[config.mk]
export PLATFORM = sky130hd
export DESIGN_NAME = screen_sequencer
export DESIGN_NICKNAME = d
export VERILOG_FILES = /design/src/rtl/screen_sequencer.sv
export SDC_FILE = /design/constraint.sdc
export NUM_CORES = 1
export LEC_CHECK = 0
export BUFFER_PORTS_ARGS = -buffer_cell sky130_fd_sc_hd__buf_2
export CAP_MARGIN = 20
export CORE_MARGIN = 10
export CORE_UTILIZATION = 52
export DETAILED_ROUTE_END_ITERATION = 6
export PLACE_DENSITY = 0.81
export SYNTH_ARGS = -nofsm -noshare
export SYNTH_HDL_FRONTEND = slang
export SYNTH_SLANG_ARGS = --single-unit
[constraint.sdc]
create_clock -name CLOCK_50 -period 2.1 [get_ports CLOCK_50]
set_input_delay 0.21 -clock CLOCK_50 [delete_from_list [all_inputs] [get_ports CLOCK_50]]
set_output_delay 0.21 -clock CLOCK_50 [all_outputs]
set_load 0.01 [all_outputs]
[src/rtl/screen_sequencer.sv]
// Game screen sequencer: title/idle/countdown/play/pause/win states with a
// full-frame 160x120 redraw sweep on each screen change. Pause via SCREEN_SEQ_PAUSE_EN.
module screen_sequencer #(
  parameter int unsigned TICKS_PER_SEC = 50000000,
  parameter int unsigned COUNT_FROM    = 5
) (
  input  logic       CLOCK_50,
  input  logic       reset,
  input  logic       start,
  input  logic       pause_req,
  input  logic       game_over,
  input  logic       winner,
  output logic [5:0] screen_en,
  output logic [2:0] count_value,
  output logic       play_active,
  output logic [7:0] x,
  output logic [6:0] y,
  output logic       plot,
  output logic       redraw_busy
);

  localparam int unsigned TICK_W = (TICKS_PER_SEC > 1) ? $clog2(TICKS_PER_SEC) : 1;
  localparam logic [7:0]  X_LAST = 8'd159;
  localparam logic [6:0]  Y_LAST = 7'd119;

  typedef enum logic [2:0] {
    S_TITLE, S_IDLE, S_COUNTDOWN, S_PLAY, S_PAUSE, S_A_WON, S_B_WON
  } state_e;

  state_e              state_q, state_d;
  logic [2:0]          count_q, count_d;
  logic [TICK_W-1:0]   tick_q, tick_d;
  logic [5:0]          screen_en_q, screen_en_d;
  logic                play_active_q, play_active_d;
  logic [7:0]          x_q, x_d;
  logic [6:0]          y_q, y_d;
  logic                busy_q, busy_d;
  logic                sweep_req_q, sweep_req_d;

  logic                gate_c;
  logic                start_ok_c;
  logic                over_ok_c;

  // A pending or running sweep blocks user input; pulses are dropped, not queued.
  assign gate_c     = busy_q | sweep_req_q;
  assign start_ok_c = start & ~gate_c;
  assign over_ok_c  = game_over & ~gate_c;

`ifdef SCREEN_SEQ_PAUSE_EN
  logic pause_ok_c;
  assign pause_ok_c = pause_req & ~gate_c;
`else
  logic unused_pause_req;
  assign unused_pause_req = pause_req;
`endif

  // Next-state, countdown and redraw sweep logic
  always_comb begin
    state_d     = state_q;
    count_d     = count_q;
    tick_d      = '0;
    sweep_req_d = 1'b0;
    x_d         = 8'd0;
    y_d         = 7'd0;
    busy_d      = 1'b0;
    screen_en_d = 6'b000000;

    case (state_q)
      S_TITLE: if (start_ok_c) state_d = S_IDLE;
      S_IDLE: begin
        if (start_ok_c) begin
          state_d = S_COUNTDOWN;
          count_d = 3'(COUNT_FROM);
        end
      end
      S_COUNTDOWN: begin
        if (tick_q == TICK_W'(TICKS_PER_SEC - 1)) begin
          if (count_q == 3'd1) begin
            count_d = 3'd0;
            state_d = S_PLAY;
          end else begin
            count_d = count_q - 3'd1;
          end
        end else begin
          tick_d = tick_q + TICK_W'(1);
        end
      end
      S_PLAY: begin
        if (over_ok_c) begin
          state_d = winner ? S_B_WON : S_A_WON;
        end
`ifdef SCREEN_SEQ_PAUSE_EN
        else if (pause_ok_c) begin
          state_d = S_PAUSE;
        end
`endif
      end
`ifdef SCREEN_SEQ_PAUSE_EN
      S_PAUSE: if (pause_ok_c) state_d = S_PLAY;
`endif
      S_A_WON, S_B_WON: if (start_ok_c) state_d = S_TITLE;
      default: state_d = S_TITLE;
    endcase

    if (state_d != state_q && state_d != S_PLAY) begin
      sweep_req_d = 1'b1;
    end else if (state_q == S_COUNTDOWN && state_d == S_COUNTDOWN && count_d != count_q) begin
      sweep_req_d = 1'b1;
    end

    // Row-major sweep; a fresh request always restarts at the origin
    if (sweep_req_q) begin
      busy_d = 1'b1;
    end else if (busy_q) begin
      if (x_q == X_LAST && y_q == Y_LAST) begin
        busy_d = 1'b0;
      end else if (x_q == X_LAST) begin
        busy_d = 1'b1;
        y_d    = y_q + 7'd1;
      end else begin
        busy_d = 1'b1;
        x_d    = x_q + 8'd1;
        y_d    = y_q;
      end
    end

    case (state_d)
      S_TITLE:     screen_en_d = 6'b000001;
      S_IDLE:      screen_en_d = 6'b000010;
      S_PAUSE:     screen_en_d = 6'b000100;
      S_COUNTDOWN: screen_en_d = 6'b001000;
      S_A_WON:     screen_en_d = 6'b010000;
      S_B_WON:     screen_en_d = 6'b100000;
      default:     screen_en_d = 6'b000000;
    endcase
    play_active_d = (state_d == S_PLAY);
  end

  // Title state is entered with a sweep pending so it starts right after reset.
  always_ff @(posedge CLOCK_50) begin
    if (reset) begin
      state_q       <= S_TITLE;
      count_q       <= 3'd0;
      tick_q        <= '0;
      screen_en_q   <= 6'b000001;
      play_active_q <= 1'b0;
      x_q           <= 8'd0;
      y_q           <= 7'd0;
      busy_q        <= 1'b0;
      sweep_req_q   <= 1'b1;
    end else begin
      state_q       <= state_d;
      count_q       <= count_d;
      tick_q        <= tick_d;
      screen_en_q   <= screen_en_d;
      play_active_q <= play_active_d;
      x_q           <= x_d;
      y_q           <= y_d;
      busy_q        <= busy_d;
      sweep_req_q   <= sweep_req_d;
    end
  end

  assign screen_en   = screen_en_q;
  assign count_value = count_q;
  assign play_active = play_active_q;
  assign x           = x_q;
  assign y           = y_q;
  assign plot        = busy_q;
  assign redraw_busy = busy_q;

endmodule

==> results of run 1 <==
[cell families after synthesis]
| group | after synthesis |
|---|---|
| buffers and inverters | 19 |
| AOI/OAI and AO/OA | 43 |
| other | 1 |
| and+or+nand+nor | 164 |
| DFF | 56 |
| xor gates and xnor gates | 25 |
| adders and majority gates | 5 |
[per-stage QoR]
step	hold slack [ps]	area, sq um	total power (uW)	util (%)	setup WS [ps]
2_1_floorplan	414	2640	1200	-	140
3_3_place_gp	451	3010	1260	62.4	193
3_5_place_dp	469	3010	1260	62.4	178
4_1_cts	271	3100	1850	64.3	146
5_1_grt	271	3100	1900	64.3	16.5
6_report	264	3100	1840	64.3	144
[worst max-delay path, delay by kind of cell (launching register included)]
kind / cells / cell delay [ps]
flip-flops: 1 / 320
AO/OA/AOI/OAI: 1 / 250
buffers and inverters: 1 / 200
AND/OR/NAND/NOR: 4 / 1110
[cell type report]
cell class              count  share of cell area [%]
inverters                  10                    1.21
clock buffers               6                    2.67
multi-input cells         238                    46.4
clock inverters             2                   0.323
well taps                  67                    2.71
repair buffers             52                    10.5
flip-flops and latches     56                    36.2
[worst paths after layout]
| kind | from | endpoint | slack (ps) | depth (start not counted) |
|---|---|---|---|---|
| setup / recovery | tick_q[7] | screen_en[1] | 140 | 6 |
| hold / removal | reset | tick_q[8] | 260 | 3 |
| setup reg to reg | tick_q[7] | screen_en[1] | 140 | 6 |
| hold reg to reg | x[0] | x[0] | 490 | 1 |
[power by group through the flow]
| stage | clock [uW] | sequential (uW) | combinational [uW] |
|---|---|---|---|
| 2_1_floorplan | 0 | 1120 | 80.8 |
| 3_3_place_gp | 0 | 1110 | 141 |
| 6_report | 605 | 1090 | 145 |
| 4_1_cts | 614 | 1090 | 145 |
| 5_1_grt | 647 | 1090 | 162 |
| 3_5_place_dp | 0 | 1120 | 144 |
[synthesized netlist by cell type, types with 3 or more instances]
| cell type | count | area, sq um |
|---|---|---|
| nor2_1 | 45 | 169 |
| nor3_1 | 10 | 50.1 |
| nor3b_1 | 3 | 22.5 |
| a21oi_1 | 10 | 50.1 |
| or3_1 | 5 | 31.3 |
| nand2_1 | 24 | 90.1 |
| and2_1 | 3 | 18.8 |
| nand3_1 | 19 | 95.1 |
| and3_1 | 8 | 50.1 |
| nand3b_1 | 4 | 30.0 |
| inv_1 | 10 | 37.5 |
| dfxtp_1 | 56 | 1120 |
| ha_1 | 5 | 62.6 |
| nand4_1 | 17 | 106 |
| nand2b_1 | 5 | 31.3 |
| xnor2_1 | 10 | 87.6 |
| nor4_1 | 4 | 25.0 |
| o21ai_0 | 16 | 80.1 |
| clkbuf_1 | 7 | 26.3 |
| xor2_1 | 15 | 131 |
[metal layers]
| layer | share of wire [%] | global-route usage, % | up-vias |
|---|---|---|---|
| met5 | 0 | 0 | - |
| met1 | 46 | 17.2 | 1067 |
| met4 | 0.69 | 3.00 | 0 |
| met2 | 46 | 22.0 | 84 |
| li1 | - | - | 1208 |
| met3 | 7.0 | 3.46 | 6 |
[registers in the layout, summed over array words and instances (netlist names)]
name and flops:
tick_q 26, x 8, y 7, screen_en 6
count_value 3, state_q 3, play_active 1, plot 1
sweep_req_q 1
==> flow_summary.ini, run 1 <==
[outcome]
run_status = complete, no violations

[timing]
final_hold_viol_count = 0
slew_violations = 0
finalCritPeriodShare_pct = 93.1
rsz0062_at_grt = false
max_freq_mhz = 511
worstMarginPinSlew_ps = 524
post-route-min-period_ps = 1960
finalSetupTns_ps = 0
setup-violations-final = 0
fin_skew_ps = 3.97
slew_headroom_pct = 65.0

[detailed_routing]
via_per_inst = 5.49
ant_nets = 0
drc = 0
drt_iter0_markers = 178
dr.pass1.iters = 5
routedWlPerCell_um = 13.5
num_vias = 2365
wl_mm = 5.82

[clock_network]
cts_max_level = 2
cts.sinks = 56
post-cts-setup-buffers = 0
cts_buffers = 5
root_buffer = clkbuf_8
clk_pin_slew_ps = 100
clock_latency_ps = 300
tritoncts = built
clk_path_buf_depth = 2
cts-resized-gates = 0
hold_buffers = 0

[power_and_ir_drop]
p_sw_uw = 437
clockPowerShare_pct = 32.9
cellLeakagePower_uw = 0.00120
p_int_uw = 1400
p_seq_share_pct = 59.2
p_per_area_nw_per_um2 = 594
pwr-share-comb_pct = 7.9
switching_share_pct = 23.7
ir_drop_mv = 0.381

[final_layout]
drive_above_1_share_pct = 19.2
final_common_cell = dfxtp_1
area_growth_pct = 17.5
instances_no_fill = 431
insertedDiodeCount = 0
multiInputGateArea_sq_um = 1440
fill_cells = 453
register_area_sq_um = 1120
nets = 374
mostFrequentLayoutCells = 56 x dfxtp_1, 45 x nor2_1, 31 x buf_2

[synthesis]
synth_fa_ha_area_share_pct = 2.37
async_flop_share_pct = 0
yosysWarnings = 0
ys_seq_area_share_pct = 42.5
synth_xor_xnor_area_share_pct = 8.30
ys.flop_type = dfxtp_1
synth.avg_cell_area_sq_um = 8.43
yosysUniqueCellTypes = 48
postSynthCellCount = 313
ys_seq_elements = 56
syn-num-nets = 324
synth_top_family_by_area = simple AND/OR/NAND/NOR gates
synth_compound_area_share_pct = 9.91
netlist_area_sq_um = 2640
muxShareOfSynthArea_pct = 0
synth_simple_gate_area_share_pct = 33.8
synth_edf_count = 0

[placed_design]
placed_cells = 423
routabilityCongestion = 0.917
hpwl_mm = 4.36
portBuffers = 31

[grt]
grt_max_degree = 17
grt_overflow = 0
first_global_vias = 2118
grt_antenna_before_repair = 0
grt_pass1_wl_mm = 9.63
track_usage_pct = 13.4

[floorplan]
die_y_um = 91.2
floorplan.initialDensity_pct = 54.8
num_rows = 25
io_pins = 33
die-area_sq_um = 8320
die_w_um = 91.2
core_area_sq_um = 4820

[setup_path]
critPathCaptureType = register
crit_required_ps = 2320
crit_arrival_ps = 2180
critical-path-max-stage-delay_ps = 540
start_kind = register
crit_type = reg2reg
crit_fanout = 6
path_cells = or4b_4, nor4_4, buf_4, nand4_4, o21a_1, nor3_1
slowest_stage = or4b_4

[min_path]
hold_path_class = in2reg

[job]
cap_violations = 0
(Power assumes the default switching activity.)
==> run 2, diff against run 1 <==
--- a/config.mk
+++ b/config.mk
@@ -7,7 +7,7 @@
 export LEC_CHECK = 0
 export BUFFER_PORTS_ARGS = -buffer_cell sky130_fd_sc_hd__buf_2
 export CAP_MARGIN = 20
-export CORE_MARGIN = 10
+export CORE_MARGIN = 4
 export CORE_UTILIZATION = 52
 export DETAILED_ROUTE_END_ITERATION = 6
 export PLACE_DENSITY = 0.81
==> run 2 against run 1 <==
Effect of this change:
- non-clock buffer count stayed put
- sequential power about the same
- combinational power hardly changed
- clock skew is 1.3 ps higher
- design area is 0.61% higher
- sequential share of layout area fell by 0.22 points
- critical path type unchanged
- largest cell class unchanged
- largest power group unchanged
- highest routed layer unchanged
==> flow_summary.ini, run 2 (synthesis gave the netlist of run 1 again) <==
[outcome]
run_status = complete, no violations

[grt]
grt_max_degree = 18
track_usage_pct = 20.0
grt_pass1_wl_mm = 10.1
grt_antenna_before_repair = 0
first_global_vias = 2211
grt_overflow = 0

[power_and_ir_drop]
cellLeakagePower_uw = 0.00120
finalPower_uw = 1950
ir_drop_mv = 0.470
p_per_area_nw_per_um2 = 625

[clock_network]
root_buffer = clkbuf_8
cts_max_level = 2
clk_path_buf_depth = 2
tritoncts = built
clk_pin_slew_ps = 100
cts-resized-gates = 0
cts.sinks = 56
hold_buffers = 0
clock_latency_ps = 320
cts_buffers = 5
post-cts-setup-buffers = 0

[detailed_routing]
drt_iter0_markers = 123
wl_mm = 5.77
via_per_inst = 5.53
drc = 0
routedWlPerCell_um = 13.4
dr.pass1.iters = 4
num_vias = 2385
ant_nets = 0

[placed_design]
routabilityCongestion = 0.885
portBuffers = 31
hpwl_mm = 4.24

[timing]
final_hold_viol_count = 0
slew_headroom_pct = 64.5
max_freq_mhz = 502
rsz0062_at_grt = false
worstMarginPinSlew_ps = 527
finalSetupTns_ps = 0
slew_violations = 0
fin_skew_ps = 5.31
finalCritPeriodShare_pct = 95.0
post-route-min-period_ps = 1990
setup-violations-final = 0

[final_layout]
largest_reg_flops = 26
register_area_sq_um = 1120
fill_cells = 447
mostFrequentLayoutCells = 56 x dfxtp_1, 45 x nor2_1, 31 x buf_2
regMostFlops = tick_q
final_common_cell = dfxtp_1
insertedDiodeCount = 0
area_growth_pct = 18.2
multiInputGateArea_sq_um = 1440
drive_above_1_share_pct = 19.2
nets = 374

[floorplan]
die-area_sq_um = 6280
num_rows = 25
floorplan.initialDensity_pct = 54.8
die_y_um = 79.2
io_pins = 33
die_w_um = 79.2
core_area_sq_um = 4820

[setup_path]
crit_required_ps = 2360
crit_arrival_ps = 2250
crit_fanout = 6
start_kind = register
critPathCaptureType = register
crit_type = reg2reg

[min_path]
hold_path_class = in2reg

[job]
cap_violations = 0
run 2: cell count changes in the layout (fill, tap and decap cells not counted):
cell	before	now
clkinvlp_4	0	1
clkinv_2	2	1
clkbuf_8	6	5
bufinv_16	0	1
run 2: report_power, final:
part | switching (uW) | leakage [uW] | internal, uW
sequential | 11.3 | 0.000453 | 1080
combinational | 83.8 | 0.000693 | 59.9
clock | 360 | 0.0000541 | 353
total | 455 | 0.00120 | 1490
run 2: through the flow:
step | instances | hold slack (ps) | utilization (%) | setup slack, ps | area [sq um]
3_5_place_dp | 423 | 461 | 62.4 | 148 | 3010
5_1_grt | 431 | 276 | 64.7 | 51.0 | 3120
4_1_cts | 431 | 238 | 64.7 | 122 | 3120
6_report | 431 | 247 | 64.7 | 106 | 3120
3_3_place_gp | 423 | 454 | 62.4 | 188 | 3010
2_1_floorplan | 313 | 414 | - | 140 | 2640
run 2: final cells by class:
cell class              count  area share [%]
clock buffers               5            2.21
multi-input cells         238            46.1
inverters                  10            1.20
repair buffers             52            10.4
well taps                  67            2.69
clock inverters             3            1.36
flip-flops and latches     56            36.0
run 2: worst max-delay path: stages (launching register included):
cell and delay (ps):
dfxtp_1 320, or4b_4 540, nor4_4 250, buf_4 190
nand4_4 120, or3_1 360, a21oi_1 150
run 2: path summary, 6_finish.rpt:
kind,start,to,slack [ps],cells after the start
hold / removal,reset,tick_q[8],250,3
setup / recovery,tick_q[7],count_value[0],110,6
hold reg to reg,x[0],x[0],480,1
setup reg to reg,tick_q[7],count_value[0],110,6
run 2: routing by layer:
metal  wire [um]  up-vias  global-route usage (%)  share of wire [%]
li1            -     1207                       -                  -
met1        2660     1105                    25.7                 46
met2        2720       60                    32.9                 47
met3         285       13                    4.65                4.9
met4         108        0                    6.53                1.9
met5           0        -                       0                  0
